### config.mk
export PLATFORM = sky130hd
export DESIGN_NAME = axi_arbiter_2x1_flat
export DESIGN_NICKNAME = d
export VERILOG_FILES = /design/src/rtl/axi_arb_pkg.sv /design/src/rtl/axi_arbiter_2x1_if.sv /design/src/rtl/rr_arb2.sv /design/src/rtl/axi_arbiter_2x1.sv /design/src/flat_wrapper.sv
export SDC_FILE = /design/constraint.sdc
export NUM_CORES = 1
export LEC_CHECK = 0
export CORE_AREA = 2 2 187 189
export CTS_CLUSTER_SIZE = 40
export DETAILED_ROUTE_END_ITERATION = 8
export DIE_AREA = 0 0 189 191
export PLACE_DENSITY_LB_ADDON = 0.15
export SKIP_LAST_GASP = 1
export SYNTH_ARGS = -nofsm -noshare
export SYNTH_HDL_FRONTEND = slang
export SYNTH_HIERARCHICAL = 1
export SYNTH_SLANG_ARGS = --single-unit
### constraint.sdc
create_clock -name clk -period 2.17 [get_ports clk]
set_clock_uncertainty 0.15 [all_clocks]
set_input_delay 0.434 -clock clk [delete_from_list [all_inputs] [get_ports clk]]
set_output_delay 0.434 -clock clk [all_outputs]
set_load 0.05 [all_outputs]
### src/rtl/axi_arb_pkg.sv
// Shared constants for the two-master AXI arbiter: default bus widths and
// the read/write channel state encodings.
package axi_arb_pkg;

    localparam int ADDR_W_DEF = 32;
    localparam int DATA_W_DEF = 32;

    typedef logic [1:0] rd_state_t;
    typedef logic [1:0] wr_state_t;

    localparam rd_state_t RD_IDLE = 2'd0;
    localparam rd_state_t RD_ADDR = 2'd1;
    localparam rd_state_t RD_DATA = 2'd2;

    localparam wr_state_t WR_IDLE = 2'd0;
    localparam wr_state_t WR_ADDR = 2'd1;
    localparam wr_state_t WR_DATA = 2'd2;
    localparam wr_state_t WR_RESP = 2'd3;

endpackage

### src/rtl/axi_arbiter_2x1_if.sv
// One AXI master-to-slave link (AR/R/AW/W/B without id or resp fields).
// The master modport is the side that issues requests.
interface axi_arbiter_2x1_if
    import axi_arb_pkg::*;
#(
    parameter int ADDR_W = ADDR_W_DEF,
    parameter int DATA_W = DATA_W_DEF
);
    logic [ADDR_W-1:0]   araddr;
    logic [3:0]          arlen;
    logic [2:0]          arsize;
    logic                arvalid;
    logic                arready;
    logic [DATA_W-1:0]   rdata;
    logic                rlast;
    logic                rvalid;
    logic                rready;
    logic [ADDR_W-1:0]   awaddr;
    logic [3:0]          awlen;
    logic [2:0]          awsize;
    logic                awvalid;
    logic                awready;
    logic [DATA_W-1:0]   wdata;
    logic [DATA_W/8-1:0] wstrb;
    logic                wlast;
    logic                wvalid;
    logic                wready;
    logic                bvalid;
    logic                bready;

    modport master (
        output araddr, arlen, arsize, arvalid, input arready,
        input rdata, rlast, rvalid, output rready,
        output awaddr, awlen, awsize, awvalid, input awready,
        output wdata, wstrb, wlast, wvalid, input wready,
        input bvalid, output bready
    );

    modport slave (
        input araddr, arlen, arsize, arvalid, output arready,
        output rdata, rlast, rvalid, input rready,
        input awaddr, awlen, awsize, awvalid, output awready,
        input wdata, wstrb, wlast, wvalid, output wready,
        output bvalid, input bready
    );

endinterface

### src/rtl/rr_arb2.sv
// Two-way round-robin pick: on a tie the master not granted last time wins.
// last_nxt only moves when en says the grant is actually being taken.
module rr_arb2 (
    input  logic [1:0] req,
    input  logic       last,
    input  logic       en,
    output logic       gnt,
    output logic       last_nxt
);

    always_comb begin
        gnt      = (req == 2'b11) ? ~last : req[1];
        last_nxt = en ? gnt : last;
    end

endmodule

### src/rtl/axi_arbiter_2x1.sv
// Shares one AXI master port between two masters. Read and write channels
// arbitrate independently and hold their grant for a whole burst.
module axi_arbiter_2x1
    import axi_arb_pkg::*;
#(
    parameter int ADDR_W = ADDR_W_DEF,
    parameter int DATA_W = DATA_W_DEF
) (
    input  logic               clk,
    input  logic               rst,
    axi_arbiter_2x1_if.slave   m0,
    axi_arbiter_2x1_if.slave   m1,
    axi_arbiter_2x1_if.master  s
);

    rd_state_t rd_state;
    wr_state_t wr_state;
    logic      rd_gnt, rd_last, rd_pick, rd_last_nxt, rd_take;
    logic      wr_gnt, wr_last, wr_pick, wr_last_nxt, wr_take;

    assign rd_take = (rd_state == RD_IDLE) && (m0.arvalid || m1.arvalid);
    assign wr_take = (wr_state == WR_IDLE) && (m0.awvalid || m1.awvalid);

    rr_arb2 u_rd_arb (
        .req      ({m1.arvalid, m0.arvalid}),
        .last     (rd_last),
        .en       (rd_take),
        .gnt      (rd_pick),
        .last_nxt (rd_last_nxt)
    );

    rr_arb2 u_wr_arb (
        .req      ({m1.awvalid, m0.awvalid}),
        .last     (wr_last),
        .en       (wr_take),
        .gnt      (wr_pick),
        .last_nxt (wr_last_nxt)
    );

    // last = 1 out of reset so master 0 wins the first tie
    always_ff @(posedge clk or posedge rst) begin
        if (rst) begin
            rd_state <= RD_IDLE;
            rd_gnt   <= 1'b0;
            rd_last  <= 1'b1;
        end else begin
            case (rd_state)
                RD_IDLE: if (rd_take) begin
                    rd_gnt   <= rd_pick;
                    rd_last  <= rd_last_nxt;
                    rd_state <= RD_ADDR;
                end
                RD_ADDR: if (s.arvalid && s.arready) rd_state <= RD_DATA;
                RD_DATA: if (s.rvalid && s.rready && s.rlast) rd_state <= RD_IDLE;
                default: rd_state <= RD_IDLE;
            endcase
        end
    end

    always_ff @(posedge clk or posedge rst) begin
        if (rst) begin
            wr_state <= WR_IDLE;
            wr_gnt   <= 1'b0;
            wr_last  <= 1'b1;
        end else begin
            case (wr_state)
                WR_IDLE: if (wr_take) begin
                    wr_gnt   <= wr_pick;
                    wr_last  <= wr_last_nxt;
                    wr_state <= WR_ADDR;
                end
                WR_ADDR: if (s.awvalid && s.awready) wr_state <= WR_DATA;
                WR_DATA: if (s.wvalid && s.wready && s.wlast) wr_state <= WR_RESP;
                WR_RESP: if (s.bvalid && s.bready) wr_state <= WR_IDLE;
                default: wr_state <= WR_IDLE;
            endcase
        end
    end

    logic                ar_ph, r_ph, aw_ph, w_ph, b_ph;
    logic [ADDR_W-1:0]   ar_addr_sel, aw_addr_sel;
    logic [DATA_W-1:0]   w_data_sel;
    logic [DATA_W/8-1:0] w_strb_sel;

    assign ar_ph = (rd_state == RD_ADDR);
    assign r_ph  = (rd_state == RD_DATA);
    assign aw_ph = (wr_state == WR_ADDR);
    assign w_ph  = (wr_state == WR_DATA);
    assign b_ph  = (wr_state == WR_RESP);

    assign ar_addr_sel = rd_gnt ? m1.araddr : m0.araddr;
    assign aw_addr_sel = wr_gnt ? m1.awaddr : m0.awaddr;
    assign w_data_sel  = wr_gnt ? m1.wdata  : m0.wdata;
    assign w_strb_sel  = wr_gnt ? m1.wstrb  : m0.wstrb;

    // Slave-side requests: payload is zeroed outside the owning phase
    assign s.araddr  = ar_ph ? ar_addr_sel : '0;
    assign s.arlen   = ar_ph ? (rd_gnt ? m1.arlen  : m0.arlen)  : '0;
    assign s.arsize  = ar_ph ? (rd_gnt ? m1.arsize : m0.arsize) : '0;
    assign s.arvalid = ar_ph & (rd_gnt ? m1.arvalid : m0.arvalid);
    assign s.rready  = r_ph  & (rd_gnt ? m1.rready  : m0.rready);
    assign s.awaddr  = aw_ph ? aw_addr_sel : '0;
    assign s.awlen   = aw_ph ? (wr_gnt ? m1.awlen  : m0.awlen)  : '0;
    assign s.awsize  = aw_ph ? (wr_gnt ? m1.awsize : m0.awsize) : '0;
    assign s.awvalid = aw_ph & (wr_gnt ? m1.awvalid : m0.awvalid);
    assign s.wdata   = w_ph ? w_data_sel : '0;
    assign s.wstrb   = w_ph ? w_strb_sel : '0;
    assign s.wlast   = w_ph & (wr_gnt ? m1.wlast  : m0.wlast);
    assign s.wvalid  = w_ph & (wr_gnt ? m1.wvalid : m0.wvalid);
    assign s.bready  = b_ph & (wr_gnt ? m1.bready : m0.bready);

    // Master-side responses reach only the granted master
    assign m0.arready = ar_ph & ~rd_gnt & s.arready;
    assign m1.arready = ar_ph &  rd_gnt & s.arready;
    assign m0.rvalid  = r_ph  & ~rd_gnt & s.rvalid;
    assign m1.rvalid  = r_ph  &  rd_gnt & s.rvalid;
    assign m0.rlast   = r_ph  & ~rd_gnt & s.rlast;
    assign m1.rlast   = r_ph  &  rd_gnt & s.rlast;
    assign m0.rdata   = (r_ph && !rd_gnt) ? s.rdata : '0;
    assign m1.rdata   = (r_ph &&  rd_gnt) ? s.rdata : '0;
    assign m0.awready = aw_ph & ~wr_gnt & s.awready;
    assign m1.awready = aw_ph &  wr_gnt & s.awready;
    assign m0.wready  = w_ph  & ~wr_gnt & s.wready;
    assign m1.wready  = w_ph  &  wr_gnt & s.wready;
    assign m0.bvalid  = b_ph  & ~wr_gnt & s.bvalid;
    assign m1.bvalid  = b_ph  &  wr_gnt & s.bvalid;

endmodule

### src/flat_wrapper.sv
// flat-port wrapper written by rule: the top's interface ports become plain ports
module axi_arbiter_2x1_flat import axi_arb_pkg::*;
#(
    parameter int ADDR_W = ADDR_W_DEF,
    parameter int DATA_W = DATA_W_DEF
)
  (clk, rst, m0_araddr, m0_arlen, m0_arsize, m0_arvalid, m0_arready, m0_rdata, m0_rlast, m0_rvalid, m0_rready, m0_awaddr, m0_awlen, m0_awsize, m0_awvalid, m0_awready, m0_wdata, m0_wstrb, m0_wlast, m0_wvalid, m0_wready, m0_bvalid, m0_bready, m1_araddr, m1_arlen, m1_arsize, m1_arvalid, m1_arready, m1_rdata, m1_rlast, m1_rvalid, m1_rready, m1_awaddr, m1_awlen, m1_awsize, m1_awvalid, m1_awready, m1_wdata, m1_wstrb, m1_wlast, m1_wvalid, m1_wready, m1_bvalid, m1_bready, s_araddr, s_arlen, s_arsize, s_arvalid, s_arready, s_rdata, s_rlast, s_rvalid, s_rready, s_awaddr, s_awlen, s_awsize, s_awvalid, s_awready, s_wdata, s_wstrb, s_wlast, s_wvalid, s_wready, s_bvalid, s_bready);
  axi_arbiter_2x1_if #(.ADDR_W(ADDR_W), .DATA_W(DATA_W)) m0_i ();
  axi_arbiter_2x1_if #(.ADDR_W(ADDR_W), .DATA_W(DATA_W)) m1_i ();
  axi_arbiter_2x1_if #(.ADDR_W(ADDR_W), .DATA_W(DATA_W)) s_i ();
  input  logic clk;
  input  logic rst;
  input wire logic [$bits(m0_i.araddr)-1:0] m0_araddr;
  input wire logic [$bits(m0_i.arlen)-1:0] m0_arlen;
  input wire logic [$bits(m0_i.arsize)-1:0] m0_arsize;
  input wire logic [$bits(m0_i.arvalid)-1:0] m0_arvalid;
  output wire logic [$bits(m0_i.arready)-1:0] m0_arready;
  output wire logic [$bits(m0_i.rdata)-1:0] m0_rdata;
  output wire logic [$bits(m0_i.rlast)-1:0] m0_rlast;
  output wire logic [$bits(m0_i.rvalid)-1:0] m0_rvalid;
  input wire logic [$bits(m0_i.rready)-1:0] m0_rready;
  input wire logic [$bits(m0_i.awaddr)-1:0] m0_awaddr;
  input wire logic [$bits(m0_i.awlen)-1:0] m0_awlen;
  input wire logic [$bits(m0_i.awsize)-1:0] m0_awsize;
  input wire logic [$bits(m0_i.awvalid)-1:0] m0_awvalid;
  output wire logic [$bits(m0_i.awready)-1:0] m0_awready;
  input wire logic [$bits(m0_i.wdata)-1:0] m0_wdata;
  input wire logic [$bits(m0_i.wstrb)-1:0] m0_wstrb;
  input wire logic [$bits(m0_i.wlast)-1:0] m0_wlast;
  input wire logic [$bits(m0_i.wvalid)-1:0] m0_wvalid;
  output wire logic [$bits(m0_i.wready)-1:0] m0_wready;
  output wire logic [$bits(m0_i.bvalid)-1:0] m0_bvalid;
  input wire logic [$bits(m0_i.bready)-1:0] m0_bready;
  input wire logic [$bits(m1_i.araddr)-1:0] m1_araddr;
  input wire logic [$bits(m1_i.arlen)-1:0] m1_arlen;
  input wire logic [$bits(m1_i.arsize)-1:0] m1_arsize;
  input wire logic [$bits(m1_i.arvalid)-1:0] m1_arvalid;
  output wire logic [$bits(m1_i.arready)-1:0] m1_arready;
  output wire logic [$bits(m1_i.rdata)-1:0] m1_rdata;
  output wire logic [$bits(m1_i.rlast)-1:0] m1_rlast;
  output wire logic [$bits(m1_i.rvalid)-1:0] m1_rvalid;
  input wire logic [$bits(m1_i.rready)-1:0] m1_rready;
  input wire logic [$bits(m1_i.awaddr)-1:0] m1_awaddr;
  input wire logic [$bits(m1_i.awlen)-1:0] m1_awlen;
  input wire logic [$bits(m1_i.awsize)-1:0] m1_awsize;
  input wire logic [$bits(m1_i.awvalid)-1:0] m1_awvalid;
  output wire logic [$bits(m1_i.awready)-1:0] m1_awready;
  input wire logic [$bits(m1_i.wdata)-1:0] m1_wdata;
  input wire logic [$bits(m1_i.wstrb)-1:0] m1_wstrb;
  input wire logic [$bits(m1_i.wlast)-1:0] m1_wlast;
  input wire logic [$bits(m1_i.wvalid)-1:0] m1_wvalid;
  output wire logic [$bits(m1_i.wready)-1:0] m1_wready;
  output wire logic [$bits(m1_i.bvalid)-1:0] m1_bvalid;
  input wire logic [$bits(m1_i.bready)-1:0] m1_bready;
  output wire logic [$bits(s_i.araddr)-1:0] s_araddr;
  output wire logic [$bits(s_i.arlen)-1:0] s_arlen;
  output wire logic [$bits(s_i.arsize)-1:0] s_arsize;
  output wire logic [$bits(s_i.arvalid)-1:0] s_arvalid;
  input wire logic [$bits(s_i.arready)-1:0] s_arready;
  input wire logic [$bits(s_i.rdata)-1:0] s_rdata;
  input wire logic [$bits(s_i.rlast)-1:0] s_rlast;
  input wire logic [$bits(s_i.rvalid)-1:0] s_rvalid;
  output wire logic [$bits(s_i.rready)-1:0] s_rready;
  output wire logic [$bits(s_i.awaddr)-1:0] s_awaddr;
  output wire logic [$bits(s_i.awlen)-1:0] s_awlen;
  output wire logic [$bits(s_i.awsize)-1:0] s_awsize;
  output wire logic [$bits(s_i.awvalid)-1:0] s_awvalid;
  input wire logic [$bits(s_i.awready)-1:0] s_awready;
  output wire logic [$bits(s_i.wdata)-1:0] s_wdata;
  output wire logic [$bits(s_i.wstrb)-1:0] s_wstrb;
  output wire logic [$bits(s_i.wlast)-1:0] s_wlast;
  output wire logic [$bits(s_i.wvalid)-1:0] s_wvalid;
  input wire logic [$bits(s_i.wready)-1:0] s_wready;
  input wire logic [$bits(s_i.bvalid)-1:0] s_bvalid;
  output wire logic [$bits(s_i.bready)-1:0] s_bready;
  assign m0_i.araddr = m0_araddr;
  assign m0_i.arlen = m0_arlen;
  assign m0_i.arsize = m0_arsize;
  assign m0_i.arvalid = m0_arvalid;
  assign m0_arready = m0_i.arready;
  assign m0_rdata = m0_i.rdata;
  assign m0_rlast = m0_i.rlast;
  assign m0_rvalid = m0_i.rvalid;
  assign m0_i.rready = m0_rready;
  assign m0_i.awaddr = m0_awaddr;
  assign m0_i.awlen = m0_awlen;
  assign m0_i.awsize = m0_awsize;
  assign m0_i.awvalid = m0_awvalid;
  assign m0_awready = m0_i.awready;
  assign m0_i.wdata = m0_wdata;
  assign m0_i.wstrb = m0_wstrb;
  assign m0_i.wlast = m0_wlast;
  assign m0_i.wvalid = m0_wvalid;
  assign m0_wready = m0_i.wready;
  assign m0_bvalid = m0_i.bvalid;
  assign m0_i.bready = m0_bready;
  assign m1_i.araddr = m1_araddr;
  assign m1_i.arlen = m1_arlen;
  assign m1_i.arsize = m1_arsize;
  assign m1_i.arvalid = m1_arvalid;
  assign m1_arready = m1_i.arready;
  assign m1_rdata = m1_i.rdata;
  assign m1_rlast = m1_i.rlast;
  assign m1_rvalid = m1_i.rvalid;
  assign m1_i.rready = m1_rready;
  assign m1_i.awaddr = m1_awaddr;
  assign m1_i.awlen = m1_awlen;
  assign m1_i.awsize = m1_awsize;
  assign m1_i.awvalid = m1_awvalid;
  assign m1_awready = m1_i.awready;
  assign m1_i.wdata = m1_wdata;
  assign m1_i.wstrb = m1_wstrb;
  assign m1_i.wlast = m1_wlast;
  assign m1_i.wvalid = m1_wvalid;
  assign m1_wready = m1_i.wready;
  assign m1_bvalid = m1_i.bvalid;
  assign m1_i.bready = m1_bready;
  assign s_araddr = s_i.araddr;
  assign s_arlen = s_i.arlen;
  assign s_arsize = s_i.arsize;
  assign s_arvalid = s_i.arvalid;
  assign s_i.arready = s_arready;
  assign s_i.rdata = s_rdata;
  assign s_i.rlast = s_rlast;
  assign s_i.rvalid = s_rvalid;
  assign s_rready = s_i.rready;
  assign s_awaddr = s_i.awaddr;
  assign s_awlen = s_i.awlen;
  assign s_awsize = s_i.awsize;
  assign s_awvalid = s_i.awvalid;
  assign s_i.awready = s_awready;
  assign s_wdata = s_i.wdata;
  assign s_wstrb = s_i.wstrb;
  assign s_wlast = s_i.wlast;
  assign s_wvalid = s_i.wvalid;
  assign s_i.wready = s_wready;
  assign s_i.bvalid = s_bvalid;
  assign s_bready = s_i.bready;
  axi_arbiter_2x1 #(.ADDR_W(ADDR_W), .DATA_W(DATA_W)) u_core (.clk(clk), .rst(rst), .m0(m0_i), .m1(m1_i), .s(s_i));
endmodule
==> run summary <==
Max-Slew Margin vs Limit -> 70.9%
antenna viol nets, final -> 0
PortBufs -> 475
highest-delay cell along the critical path -> dfrtp_2
initial antenna violation count -> 0
worst path cell trace -> nor3b_4 > buf_6 > buf_16 > a22o_1 > buf_12
max-cap violations -> 0
Startpoint Class -> flop
top-level I/O count -> 476
status -> finished with violations
clk slew on worst S/H paths -> 0.04 ns
Multi-input gate area -> 3020 sq um
Die Width -> 189 um
Clk Latency, worst-skew pair -> 0.23 ns
Worst setup EP type -> output pin
Synth Instances -> 362
die height -> 191 um
starting density of the core -> 7.94%
Layout area overhead -> 321%
arrival time worst endpoint -> 1.60 ns
mapped cell area -> 2710 sq um
register area -> 209 sq um
Sw Share -> 48.6%
share of cells above drive strength 1 -> 45.9%
fin. max-slew vios -> 0
Fmax -> 0.457 GHz
RSZ-0062 raised after global routing -> true
Tcrit/Tclk final -> 101%
clock root buffer -> clkbuf_16
violated checks -> setup timing
Tightest Pin Transition -> 0.436 ns
Layout fillers -> 3447
Comb pwr share -> 95.4%
first-pass GRT wire length -> 30.8 mm
Wirelength per Cell -> 17.8 um
vias after detailed routing -> 4661
Core Area -> 34100 sq um
CP Class -> flop to output pin
sequential share of the synthesized area -> 7.48%
TritonCTS buffer count -> 3
EDFF count, synth -> 0
GR Overflow Total -> 0
Post-Syn Area per Cell -> 7.48 sq um
DRT Pass-1 Iters -> 4
RePlAce Congestion -> 0.734
n_diodes -> 0
H-Tree Depth -> 1
Yosys warning count -> 6
delay of the slowest critical-path stage -> 0.44 ns
Buffers & Inverters on Critical Path -> 3
Routed WL -> 23.5 mm
Final Critical Period -> 2.19 ns
GRT Util Overall -> 11.2%
VDD IR-drop max -> 888 uV
final net count -> 1146
post-synth net total -> 647
sequential power share -> 2.5%
Detailed Route Iter0 Violations -> 54
DRC viols -> 0
CTS Hold Bufs -> 0
Vias per Instance -> 3.54
critical path required time -> 1.59 ns
synth unique cells -> 29
# rows -> 68
Setup TNS -> -0.108 ns
Sink Count -> 8
Post-synth ARST share -> 100%
die area -> 36100 sq um
final setup fails -> 9
Pleak -> 4.54 nW
DP Wirelength -> 17.9 mm
number of global-route vias before repair -> 4802
TritonCTS clock tree -> built
deepest clock path buffer count -> 2
Hold Path Class -> input port to async pin
Hold Vio Cnt, Final -> 0
reported net switching power -> 7.38 mW
Seq cells post-synth -> 8
clock power share -> 2.2%
crit-path max FO -> 10
crit-path leading delay family -> buffers and inverters
Pint -> 7.81 mW
ys flop type -> dfrtp_1
pin count of the biggest net entering global routing -> 42
Pwr Density -> 1330 nW/um^2
Setup WS post-layout -> -0.0172 ns
fin util -> 33.5%
==> sequential cells by signal, indices dropped and copies added (netlist names) <==
| register | flops |
|---|---|
| u_core/rd_last | 1 |
| u_core/rd_state | 2 |
| u_core/wr_last | 1 |
| u_core/wr_state | 2 |
| u_core/rd_gnt | 1 |
| u_core/wr_gnt | 1 |
==> synthesized netlist by cell type, drive strengths merged, types with 4 or more instances <==
cell type	instances	share of area, %
nor2b	40	9.2
nor2	47	6.5
mux2	9	4.0
a22o	40	13
ha	5	2.3
buf	9	1.7
o21ai	4	0.74
nand2	5	0.69
mux2i	78	29
and2	73	17
dfrtp	6	5.5
inv	8	1.1
clkbuf	22	3.0
==> cells by family (layout without fill, tap and decap cells) <==
kind of cell / count (synthesis) / in the layout / share of synthesized area (%)
AND/OR/NAND/NOR: 172 / 172 / 35.0
adder cells (fa/ha/maj): 5 / 5 / 2.31
flip-flops: 8 / 8 / 7.48
multiplexers: 87 / 87 / 32.8
AO/OA/AOI/OAI: 51 / 51 / 16.5
buffers and inverters: 39 / 537 / 5.82
==> cells in the final DEF, fill, tap and decap left out, types with 5 or more instances in the layout <==
master,count
nand2_1,5
nor2_4,8
mux2i_2,9
nor2b_4,12
clkbuf_16,14
and2_1,70
buf_4,13
buf_12,202
nor2_1,9
a22o_1,17
nor2_2,30
mux2i_1,61
mux2i_4,8
clkdlybuf4s50_1,279
nor2b_2,28
buf_6,11
a22o_4,23
buf_8,6
==> worst reg2reg max path, cell delays in order (launching register included) <==
cell and delay, ns:
dfrtp_4 0.56, buf_6 0.16, mux2_2 0.22, a31oi_1 0.13, a2111oi_4 0.37, mux2_1 0.35
==> path summary, 6_finish.rpt <==
kind                               startpoint            endpoint  slack (ns)  cells after the start
max                             u_core/rd_gnt         s_araddr[6]       -0.02                      5
min                                       rst  u_core/rd_state[0]        0.35                      2
max reg2reg                     u_core/wr_gnt  u_core/wr_state[1]        0.10                      5
min reg2reg                u_core/wr_state[1]  u_core/wr_state[1]        0.42                      1
max in group asynchronous                 rst       u_core/wr_gnt        1.18                      2
min in group clk           u_core/wr_state[1]  u_core/wr_state[1]        0.42                      1
==> metrics by stage <==
| stage | hold WS (ns) | instance area (sq um) | power (mW) | setup slack [ns] | std cells |
|---|---|---|---|---|---|
| finish | 0.352 | 11400 | 15.2 | -0.0172 | 1315 |
| global route | 0.392 | 11400 | 15.8 | -0.0988 | 1315 |
| CTS | 0.368 | 10600 | 13.8 | -0.0508 | 1293 |
| detailed placement | 0.400 | 10200 | 12.7 | -0.0192 | 1279 |
| global placement | 0.395 | 10200 | 12.8 | 0.0129 | 1279 |
| floorplan | 0.0982 | 2830 | 6.58 | -0.124 | 362 |
==> per-layer routing <==
layer | global-route usage (%) | wire (um) | up-vias
li1 | - | - | 2261
met1 | 11.7 | 8480 | 2107
met2 | 21.2 | 12400 | 285
met3 | 5.09 | 2470 | 8
met4 | 0.901 | 157 | 0
met5 | 0 | 0 | -
==> layout make-up <==
| type | instances | area share [%] |
|---|---|---|
| clock buffers | 4 | 0.691 |
| inverters | 8 | 0.263 |
| multi-input cells | 315 | 26.5 |
| flip-flops and latches | 8 | 1.83 |
| well taps | 455 | 4.99 |
| repair buffers | 525 | 65.8 |
==> power groups by stage <==
| stage | sequential [mW] | combinational, mW | clock, mW |
|---|---|---|---|
| floorplan | 0.300 | 6.28 | 0 |
| global placement | 0.387 | 12.4 | 0 |
| detailed placement | 0.384 | 12.3 | 0 |
| CTS | 0.360 | 13.1 | 0.344 |
| global route | 0.388 | 15.1 | 0.364 |
| finish | 0.373 | 14.5 | 0.327 |
==> what timing repair did <==
| action | CTS | global route |
|---|---|---|
| endpoints found under the setup margin | 128 | 175 |
| pin swaps | 3 | 28 |
| gates cloned | 3 | 13 |
| resized for setup | 49 | 91 |
| setup buffers | 7 | 10 |
Power figures use the tool's default switching activity.
